===== src/rtl/rules_grid_seq.sv =====
// Rule-grid firing-strength sequencer: captures one frame of T and dT memberships and
// streams tnorm(muT[i], muD[j]) for every (i, j) in row-major order, with a running sum.
module rules_grid_seq #(
    parameter int NT = 2,
    parameter int ND = 2,
    parameter int W  = 16,
    parameter int SW = W + $clog2(NT * ND) + 1,
    localparam int ITW = (NT > 1) ? $clog2(NT) : 1,
    localparam int IDW = (ND > 1) ? $clog2(ND) : 1
) (
    input  logic              clk,
    input  logic              rst,
    input  logic              in_valid,
    output logic              in_ready,
    input  logic              mode,
    input  logic [NT*W-1:0]   muT,
    input  logic [ND*W-1:0]   muD,
    output logic              w_valid,
    input  logic              w_ready,
    output logic [W-1:0]      w_data,
    output logic [ITW-1:0]    w_it,
    output logic [IDW-1:0]    w_id,
    output logic              w_last,
    output logic [SW-1:0]     w_sum
);

    typedef enum logic {IDLE, RUN} state_t;

    localparam logic [W-1:0]   ONE    = {1'b1, {(W-1){1'b0}}};
    localparam logic [ITW-1:0] IT_INC = ITW'(1);
    localparam logic [IDW-1:0] ID_INC = IDW'(1);

    state_t            state, state_nx;
    logic [NT*W-1:0]   mut_p0;
    logic [ND*W-1:0]   mud_p0;
    logic              mode_p0;

    logic [NT*W-1:0]   mut_cl;
    logic [ND*W-1:0]   mud_cl;
    logic [ITW-1:0]    it_nx;
    logic [IDW-1:0]    id_nx;
    logic              load;
    logic              fire;
    logic              accept;
    logic [W-1:0]      opa, opb;
    logic              opm;
    logic [W-1:0]      wt_nx;
    logic [SW-1:0]     sum_nx;
    logic              last_nx;

    function automatic logic [W-1:0] clamp_mu(input logic [W-1:0] x);
        return (x > ONE) ? ONE : x;
    endfunction

    // Both operands are <= 1.0, so the product shifted by W-1 always fits in W bits.
    function automatic logic [W-1:0] tnorm(input logic [W-1:0] a, input logic [W-1:0] b,
                                           input logic md);
        logic [2*W-1:0] prod;
        prod = {{W{1'b0}}, a} * {{W{1'b0}}, b};
        if (md)
            return prod[2*W-2 -: W];
        else
            return (a < b) ? a : b;
    endfunction

    always_comb begin
        mut_cl = '0;
        mud_cl = '0;
        for (int k = 0; k < NT; k++) mut_cl[k*W +: W] = clamp_mu(muT[k*W +: W]);
        for (int k = 0; k < ND; k++) mud_cl[k*W +: W] = clamp_mu(muD[k*W +: W]);
    end

    assign in_ready = (state == IDLE);
    assign accept   = (state == IDLE) && in_valid;
    assign fire     = w_valid && w_ready;

    always_comb begin
        state_nx = state;
        it_nx    = w_it;
        id_nx    = w_id;
        load     = 1'b0;
        case (state)
            IDLE: begin
                if (in_valid) begin
                    state_nx = RUN;
                    it_nx    = '0;
                    id_nx    = '0;
                    load     = 1'b1;
                end
            end
            RUN: begin
                if (fire) begin
                    if (w_last) begin
                        state_nx = IDLE;
                    end else begin
                        load = 1'b1;
                        if (int'(w_id) == ND - 1) begin
                            id_nx = '0;
                            it_nx = w_it + IT_INC;
                        end else begin
                            id_nx = w_id + ID_INC;
                        end
                    end
                end
            end
            default: state_nx = IDLE;
        endcase
    end

    // The first beat is computed straight from the incoming frame so it lands one cycle after accept.
    always_comb begin
        opa     = (state == IDLE) ? mut_cl[W-1:0] : mut_p0[int'(it_nx)*W +: W];
        opb     = (state == IDLE) ? mud_cl[W-1:0] : mud_p0[int'(id_nx)*W +: W];
        opm     = (state == IDLE) ? mode : mode_p0;
        wt_nx   = tnorm(opa, opb, opm);
        sum_nx  = ((state == IDLE) ? '0 : w_sum) + {{(SW-W){1'b0}}, wt_nx};
        last_nx = (int'(it_nx) == NT - 1) && (int'(id_nx) == ND - 1);
    end

    // Stage p0: frame capture and beat register
    always_ff @(posedge clk or posedge rst) begin
        if (rst) begin
            state   <= IDLE;
            mut_p0  <= '0;
            mud_p0  <= '0;
            mode_p0 <= 1'b0;
            w_valid <= 1'b0;
            w_data  <= '0;
            w_it    <= '0;
            w_id    <= '0;
            w_last  <= 1'b0;
            w_sum   <= '0;
        end else begin
            state <= state_nx;
            if (accept) begin
                mut_p0  <= mut_cl;
                mud_p0  <= mud_cl;
                mode_p0 <= mode;
            end
            if (load) begin
                w_valid <= 1'b1;
                w_data  <= wt_nx;
                w_it    <= it_nx;
                w_id    <= id_nx;
                w_last  <= last_nx;
                w_sum   <= sum_nx;
            end else if (fire) begin
                w_valid <= 1'b0;
                w_last  <= 1'b0;
            end
        end
    end

endmodule


===== config.mk =====
export PLATFORM = sky130hd
export DESIGN_NAME = rules_grid_seq
export DESIGN_NICKNAME = d
export VERILOG_FILES = /design/src/rtl/rules_grid_seq.sv
export SDC_FILE = /design/constraint.sdc
export NUM_CORES = 1
export LEC_CHECK = 0
export CAP_MARGIN = 30
export CORE_UTILIZATION = 55
export DETAILED_ROUTE_END_ITERATION = 8
export HOLD_SLACK_MARGIN = 0.08
export PLACE_DENSITY = 0.74
export SLEW_MARGIN = 25
export SYNTH_ARGS = -nofsm -noshare
export SYNTH_HDL_FRONTEND = slang
export SYNTH_SLANG_ARGS = --single-unit

===== constraint.sdc =====
create_clock -name clk -period 10.8 [get_ports clk]
set_input_delay 2.16 -clock clk [delete_from_list [all_inputs] [get_ports clk]]
set_output_delay 2.16 -clock clk [all_outputs]
set_load 0.02 [all_outputs]

### Yosys cells after proc, flatten, opt, wreduce, memory -nomap -nowiden

Index checks and enable logic that the tools add are counted.

* bits of input ports: 69
* word-level logic and storage cells: 55
* output and inout port bits: 40
* register bits: 105

* magnitude comparators: 5
* $mul: 1
* muxes and demuxes: 29
* reductions and logical operators: 4
* bitwise operators: 1
* $add $sub $neg: 3
* shift operators: 2

Operators by type and width (count)
* $mux W16: 8
* $gt A16 B16 Y1 const B: 4
* $shiftx A32 B6 Y16: 2
* $mul A16 B16 Y31: 1
* $add A19 B16 Y19: 1
* $mux W19: 1
* $lt A16 B16 Y1: 1
* $mux W1: 16
* $pmux W1 S2: 4
* $logic_and A1 B1 Y1: 3
* $add A1 B1 Y1 const B: 2
* $reduce_bool A2 Y1: 1
* $not A1 Y1: 1

### Depth between registers and ports, before layout

Gate-level depths: netlist of the first run.

* depth after elaboration: 11
* mapped depth: 44
* mapped depth without buffers: 40

### Worst setup path before layout of the first run

No wires, ideal clock.

* kind: in2reg
* from: input w_ready
* to: register w_sum[15]
* path buffers: 3
* path slack: -0.006 ns
* data required time: 10.666 ns
* stages: 39
* data arrival time: 10.673 ns
* path through: and3b_4 > buf_6 > nand3_4 > mux2i_4 > buf_6 > mux2i_1 > nor2_1 > a31oi_1 > inv_1 > clkbuf_1 > nand2_1 > fa_1 > fa_1 > fa_1 > inv_1 > fa_1 > fa_1 > inv_1 > [... 3 more ...] > a2111oi_0 > o21ai_0 > a221o_1 > a22oi_1 > o21ai_0 > a21boi_0 > xor2_1 > mux2i_1 > ha_1 > a21o_1 > a21o_1 > a21o_1 > nand2_1 > nand2_1 > o21bai_1 > a21oi_1 > xor2_1 > o21ai_0

* word-level cells in the longest chain between the ends: 9
* elaborated cells between the ends (all ways): 16

RTL lines
* start: declaration: line 19 `input logic w_ready,`
* $logic_and A1 B1 Y1 *: line 75 `assign fire = w_valid && w_ready;`
* branches (longest 6 deep; another with $mul A16 B16 Y31)
* $mux W16 *: line 60 `if (md)`
* named net wt_nx[8]: line 47 `logic [W-1:0] wt_nx;`
* $add A19 B16 Y19 *: line 116 `sum_nx = ((state == IDLE) ? '0 : w_sum) + {{(SW-W){1'b0}}, wt_nx};`
* end signal: assignment: line 146 `w_sum <= sum_nx;`
* end: declaration: line 24 `output logic [SW-1:0] w_sum`

Mark *: on every way through the listed nets, which the timed path passes.
A chain may end at the register's enable or synchronous reset.

### Worst setup path after layout of the first run

* from: input muD[6]
* to: register w_sum[16]

* word-level cells in the longest chain between the ends: 7
* elaborated cells between the ends (all ways): 8

RTL lines
* start: declaration: line 17 `input logic [ND*W-1:0] muD,`
* $gt A16 B16 Y1: line 52 `return (x > ONE) ? ONE : x;`
* $mux W16 *: line 52
* $mux W16 *: line 113 `opb = (state == IDLE) ? mud_cl[W-1:0] : mud_p0[int'(id_nx)*W +: W];`
* branches (longest 2 deep; another with $mul A16 B16 Y31)
* $mux W16 *: line 60
* named net wt_nx[13]: line 47
* $add A19 B16 Y19 *: line 116

Marked as above.

==> impl_metrics.yaml, run 1 <==
worst_setup_path:
  crit_family: "adder cells"
  critical_path.startpoint_type: "input port"
  path_class: "in2reg"
  cp_num_buf_inv: 10
  worstPathMaxFanout: 8
  worst_setup_path_end_kind: "register"
  critPathSlowestCell: "fa_1"
  max_stage_delay_ns: 0.52
  crit_required_ns: 11.08
  arrival_ns: 10.75
yosys:
  syn_avg_cell_area_sq_um: 8.84
  syn_area_sq_mm: 0.0148
  synthAdderAreaFrac_pct: 38.2
  ys_seq_area_share_pct: 17.7
  syn-num-nets: 2081
  synth_seq_cells: 105
  synth_warnings: 0
  synthCells: 1676
  synth-simple-area-share_pct: 15.6
  synth_edf_count: 0
  ys_types: 74
  synth_xor_area_share_pct: 2.20
  synthFlopType: "dfrtp_1"
  synthMuxAreaShare_pct: 6.12
  synth_compound_area_share_pct: 11.1
  synthArstFlopShare_pct: 100
  synth_top_family_by_area: "adder cells"
timing:
  finalCriticalPeriod_ns: 10.46
  fmax_mhz: 95.6
  finalSetupViolCount: 0
  slew_headroom_pct: 44.5
  slew_viol_final: 0
  tightest_slew_ns: 0.832
  hold_viol: 0
  finalCritPeriodShare_pct: 96.9
  skew_ns: 0.0195
die:
  die_area_sq_mm: 0.0276
  die_w_um: 166
  ios: 109
  core_sq_mm: 0.0262
  rows: 59
  start_util_pct: 56.5
  die_h_um: 166
drt:
  vias: 13500
  via_per_inst: 5.73
  drc: 1
  wire_per_inst_um: 20.1
  ant_nets: 0
  drt_wl_total_um: 47400
  dr.pass1.iters: 8
  first_iter_violations: 1024
placement:
  port_buffers: 108
  hpwl_um: 37700
  post-place-cells: 2304
  gp_congestion: 1.01
run_status:
  status: "complete, but fails checks"
  violations: "DRC"
clock_tree:
  postCtsHoldBufs: 0
  cts_buffer_depth: 2
  numCtsBuffers: 9
  clkSinkCount: 105
  tritoncts: "built"
  htreeDepth: 3
  clk-insertion-delay-late_ns: 0.36
  root_buffer: "clkbuf_16"
  clkTransAtPathRegs_ns: 0.09
final_layout:
  drive_gt1_share_pct: 21.5
  layout_commonest_cell: "buf_4"
  layout_common_cells: "buf_4 (263), inv_1 (258), nand2_1 (252)"
  area_growth_pct: 28.9
  layout.nets: 2420
  diodes: 0
  final_core_util_pct: 72.9
  stdcell_count: 2355
grt:
  grt_max_degree: 91
  antenna_found_initial: 0
  grt_pass1_wl_um: 73700
  track_usage_pct: 34.5
  grt_pass1_vias: 14000
  overflow: 0
run:
  cap_violations: 0
worst_hold_path:
  hp-class: "reg2reg"
[routing by layer]
metal,vias to the layer above,global-route usage (%),share of wire (%)
li1,6075,-,-
met5,-,0.870,0
met3,124,7.89,8.8
met1,6671,44.3,40
met4,0,14.1,4.1
met2,622,56.5,47
[layout make-up]
type / count / area (sq um)
clock buffer: 9 / 225
sequential: 105 / 2630
inverter: 282 / 1070
fill: 1942 / 7110
timing repair buffer: 395 / 3390
tap: 335 / 419
multi-input combinational: 1222 / 11300
clock inverter: 7 / 81.3
[per-stage QoR]
stage / TNS [ns] / area [sq um] / setup slack [ns] / hold slack [ns]
global placement: -4.01 / 18000 / -0.484 / 0.460
global route: -0.0841 / 19100 / -0.0612 / 0.506
CTS: 0 / 18500 / 0.00267 / 0.483
floorplan: 0 / 14800 / 0.0159 / 0.445
finish: 0 / 19100 / 0.338 / 0.482
detailed placement: -6.34 / 18000 / -0.680 / 0.462
[Yosys cell counts (all sizes together), types with 5 or more instances]
cell type / count / area share, %
inv: 273 / 6.9
a21oi: 44 / 1.5
xnor2: 16 / 1.1
nor3: 13 / 0.44
and3: 12 / 0.51
buf: 18 / 0.78
mux2i: 60 / 4.4
ha: 143 / 12
nor4: 14 / 0.59
o21ai: 67 / 2.3
clkinv: 9 / 0.23
xor2: 19 / 1.1
nand2: 256 / 6.5
mux2: 22 / 1.7
dfrtp: 105 / 18
nand4: 5 / 0.21
and2: 19 / 0.80
o211ai: 8 / 0.47
a22o: 27 / 1.6
nand2b: 15 / 0.63
nor2: 152 / 3.9
clkbuf: 49 / 1.2
o21bai: 7 / 0.35
a211oi: 5 / 0.25
a21o: 22 / 1.1
fa: 193 / 26
nor2b: 10 / 0.42
a31oi: 20 / 1.0
nand3: 16 / 0.66
[repair_timing]
| action | CTS | global route |
|---|---|---|
| endpoints found under the setup margin | 11 | 12 |
| cloned | 0 | 1 |
| endpoints found under the hold margin | 0 | 0 |
| setup buffers | 4 | 29 |
| resized for setup | 33 | 96 |
| pin swaps | 15 | 52 |
[registers in the layout (all words and copies together), names as in the netlist]
| name | count |
|---|---|
| mut_p0 | 32 |
| w_last | 1 |
| w_id | 1 |
| w_data | 16 |
| mode_p0 | 1 |
| w_sum | 19 |
| w_it | 1 |
| mud_p0 | 32 |
| w_valid | 1 |
| state | 1 |
[worst register-to-register path, delay by kind of cell, from the launching register on]
| family | cells | cell delay [ns] |
|---|---|---|
| mux | 3 | 0.65 |
| flops | 1 | 0.40 |
| buf+inv | 11 | 1.55 |
| simple gates | 6 | 0.89 |
| compound gates | 10 | 1.97 |
| fa+ha+maj | 8 | 3.55 |
[logic make-up (layout without fill, tap and decap cells)]
group                    after synthesis  after routing
adder cells (fa/ha/maj)              336            336
AO/OA/AOI/OAI                        239            239
AND/OR/NAND/NOR                      530            530
flip-flops                           105            105
multiplexers                          82             82
buffers and inverters                349            693
XOR/XNOR                              35             35
[worst paths after layout]
path	startpoint	endpoint	slack [ns]	cells past startpoint
worst max-delay path	muD[6]	w_sum[16]$_DFFE_PP0P_	0.34	38
worst min-delay path	mud_p0[15]$_DFFE_PP0P_	mud_p0[15]$_DFFE_PP0P_	0.48	2
worst max register to register	state$_DFF_PP0_	w_sum[16]$_DFFE_PP0P_	1.72	38
worst min register to register	mud_p0[15]$_DFFE_PP0P_	mud_p0[15]$_DFFE_PP0P_	0.48	2
max in group asynchronous	rst	mut_p0[10]$_DFFE_PP0P_	7.60	3
min in group asynchronous	rst	w_sum[14]$_DFFE_PP0P_	2.14	2
Power of run 1 is left out: the tool's default activity adds up to more than one toggle a clock period on the data nets, which glitch-free logic cannot reach.
==> run 2: changes to the inputs <==
--- a/config.mk
+++ b/config.mk
@@ -6,6 +6,7 @@
 export NUM_CORES = 1
 export LEC_CHECK = 0
 export CAP_MARGIN = 30
+export CORE_MARGIN = 2
 export CORE_UTILIZATION = 55
 export DETAILED_ROUTE_END_ITERATION = 8
 export HOLD_SLACK_MARGIN = 0.08
==> impl_metrics.yaml, run 2 (synthesized netlist as in run 1, its figures left out) <==
timing:
  finalCritPeriodShare_pct: 97.6
  finalCriticalPeriod_ns: 10.54
  tightest_slew_ns: 0.824
  fmax_mhz: 94.9
  finalSetupViolCount: 0
  slew_headroom_pct: 44.7
  skew_ns: 0.0158
  hold_viol: 0
  slew_viol_final: 0
  setup_tns_ns: 0
grt:
  grt_pass1_wl_um: 76200
  grt_max_degree: 81
  grt_pass1_vias: 14300
  overflow: 0
  track_usage_pct: 34.8
  antenna_found_initial: 0
worst_setup_path:
  rrSetupSlack_ns: 1.48
  r2r.worst_path.cells: 42
  worstPathMaxFanout: 7
  worst_setup_path_end_kind: "register"
  max_stage_delay_ns: 0.53
  critPathSlowestCell: "fa_1"
  critical_path.startpoint_type: "input port"
  crit_required_ns: 11.04
  path_class: "in2reg"
  arrival_ns: 10.78
drt:
  ant_nets: 0
  vias: 13400
  drc: 0
  wire_per_inst_um: 20.2
  via_per_inst: 5.63
  first_iter_violations: 1201
  drt_wl_total_um: 48100
  dr.pass1.iters: 6
clock_tree:
  numCtsBuffers: 9
  clkSinkCount: 105
  cts_buffer_depth: 2
  root_buffer: "clkbuf_16"
  htreeDepth: 3
  tritoncts: "built"
  clkTransAtPathRegs_ns: 0.08
  clk-insertion-delay-late_ns: 0.36
  postCtsHoldBufs: 0
final_layout:
  design_area_sq_mm: 0.0193
  layout_common_cells: "buf_4 (289), inv_1 (257), nand2_1 (251)"
  layout_commonest_cell: "buf_4"
  layout.nets: 2442
  fillCellCount: 2048
  diodes: 0
  area_growth_pct: 30.1
  top_regs: "mud_p0 (32), mut_p0 (32), w_sum (19)"
  drive_gt1_share_pct: 22.6
die:
  core_sq_mm: 0.0267
  die_w_um: 168
  rows: 60
  die_area_sq_mm: 0.0283
  ios: 109
  start_util_pct: 55.4
  die_h_um: 168
placement:
  gp_congestion: 1.03
  placed_cell_area_sq_mm: 0.0182
  port_buffers: 108
  hpwl_um: 38600
run_status:
  status: "completed"
worst_hold_path:
  hold_depth: 2
  hp-class: "reg2reg"
run:
  cap_violations: 0
[run 2: cell count changes in the layout (fill, tap and decap cells not counted), sizes merged]
cell	before	now
bufinv	1	0
dlymetal6s2s	2	5
clkinvlp	1	0
buf	286	309
clkinv	9	11
clkdlybuf4s50	106	103
inv	278	277
[run 2: final timing paths]
check | startpoint | endpoint
setup reg to reg | state$_DFF_PP0_ | w_sum[9]$_DFFE_PP0P_
max in group asynchronous | rst | mut_p0[14]$_DFFE_PP0P_
min in group asynchronous | rst | w_sum[17]$_DFFE_PP0P_
setup / recovery | muD[6] | w_sum[9]$_DFFE_PP0P_
hold / removal | mut_p0[13]$_DFFE_PP0P_ | mut_p0[13]$_DFFE_PP0P_
hold reg to reg | mut_p0[13]$_DFFE_PP0P_ | mut_p0[13]$_DFFE_PP0P_
[run 2: timing repair]
item / CTS / global route
gates resized for setup: 38 / 84
pin swaps: 20 / 50
setup endpoints to repair: 10 / 13
buffers inserted: 13 / 20
[run 2: area by class of cell]
class	count	area [sq um]	area share, %
clock inverters	6	58.8	0.305
clock buffers	10	239	1.24
multi-input cells	1222	11300	58.5
well taps	341	427	2.21
repair buffers	417	3590	18.6
inverters	282	1060	5.50
flip-flops and latches	105	2630	13.6
[run 2: worst max-delay path: cells and delay by family]
family,cells,cell delay (ns)
compound gates,13,2.17
xor+xnor,2,0.40
fa+ha+maj,8,3.16
buf+inv,11,1.68
simple gates,10,1.20
[run 2: stage by stage]
step                cells  setup slack (ns)  hold slack [ns]  util, %
floorplan            1676            0.0159            0.445        -
global placement     2333            -0.482            0.459     68.1
detailed placement   2335            -0.654            0.466     68.2
CTS                  2364          0.000666            0.486     70.3
global route         2383            -0.105            0.519     72.1
finish               2383             0.260            0.480     72.1
[run 2: layer usage]
metal | global-route usage [%] | vias up | share of wire, %
met5 | 0 | - | 0
met4 | 12.5 | 0 | 4.7
met3 | 5.52 | 148 | 7.9
met2 | 57.9 | 595 | 47
met1 | 46.4 | 6565 | 40
li1 | - | 6119 | -
Power of run 2 is left out for the same reason.
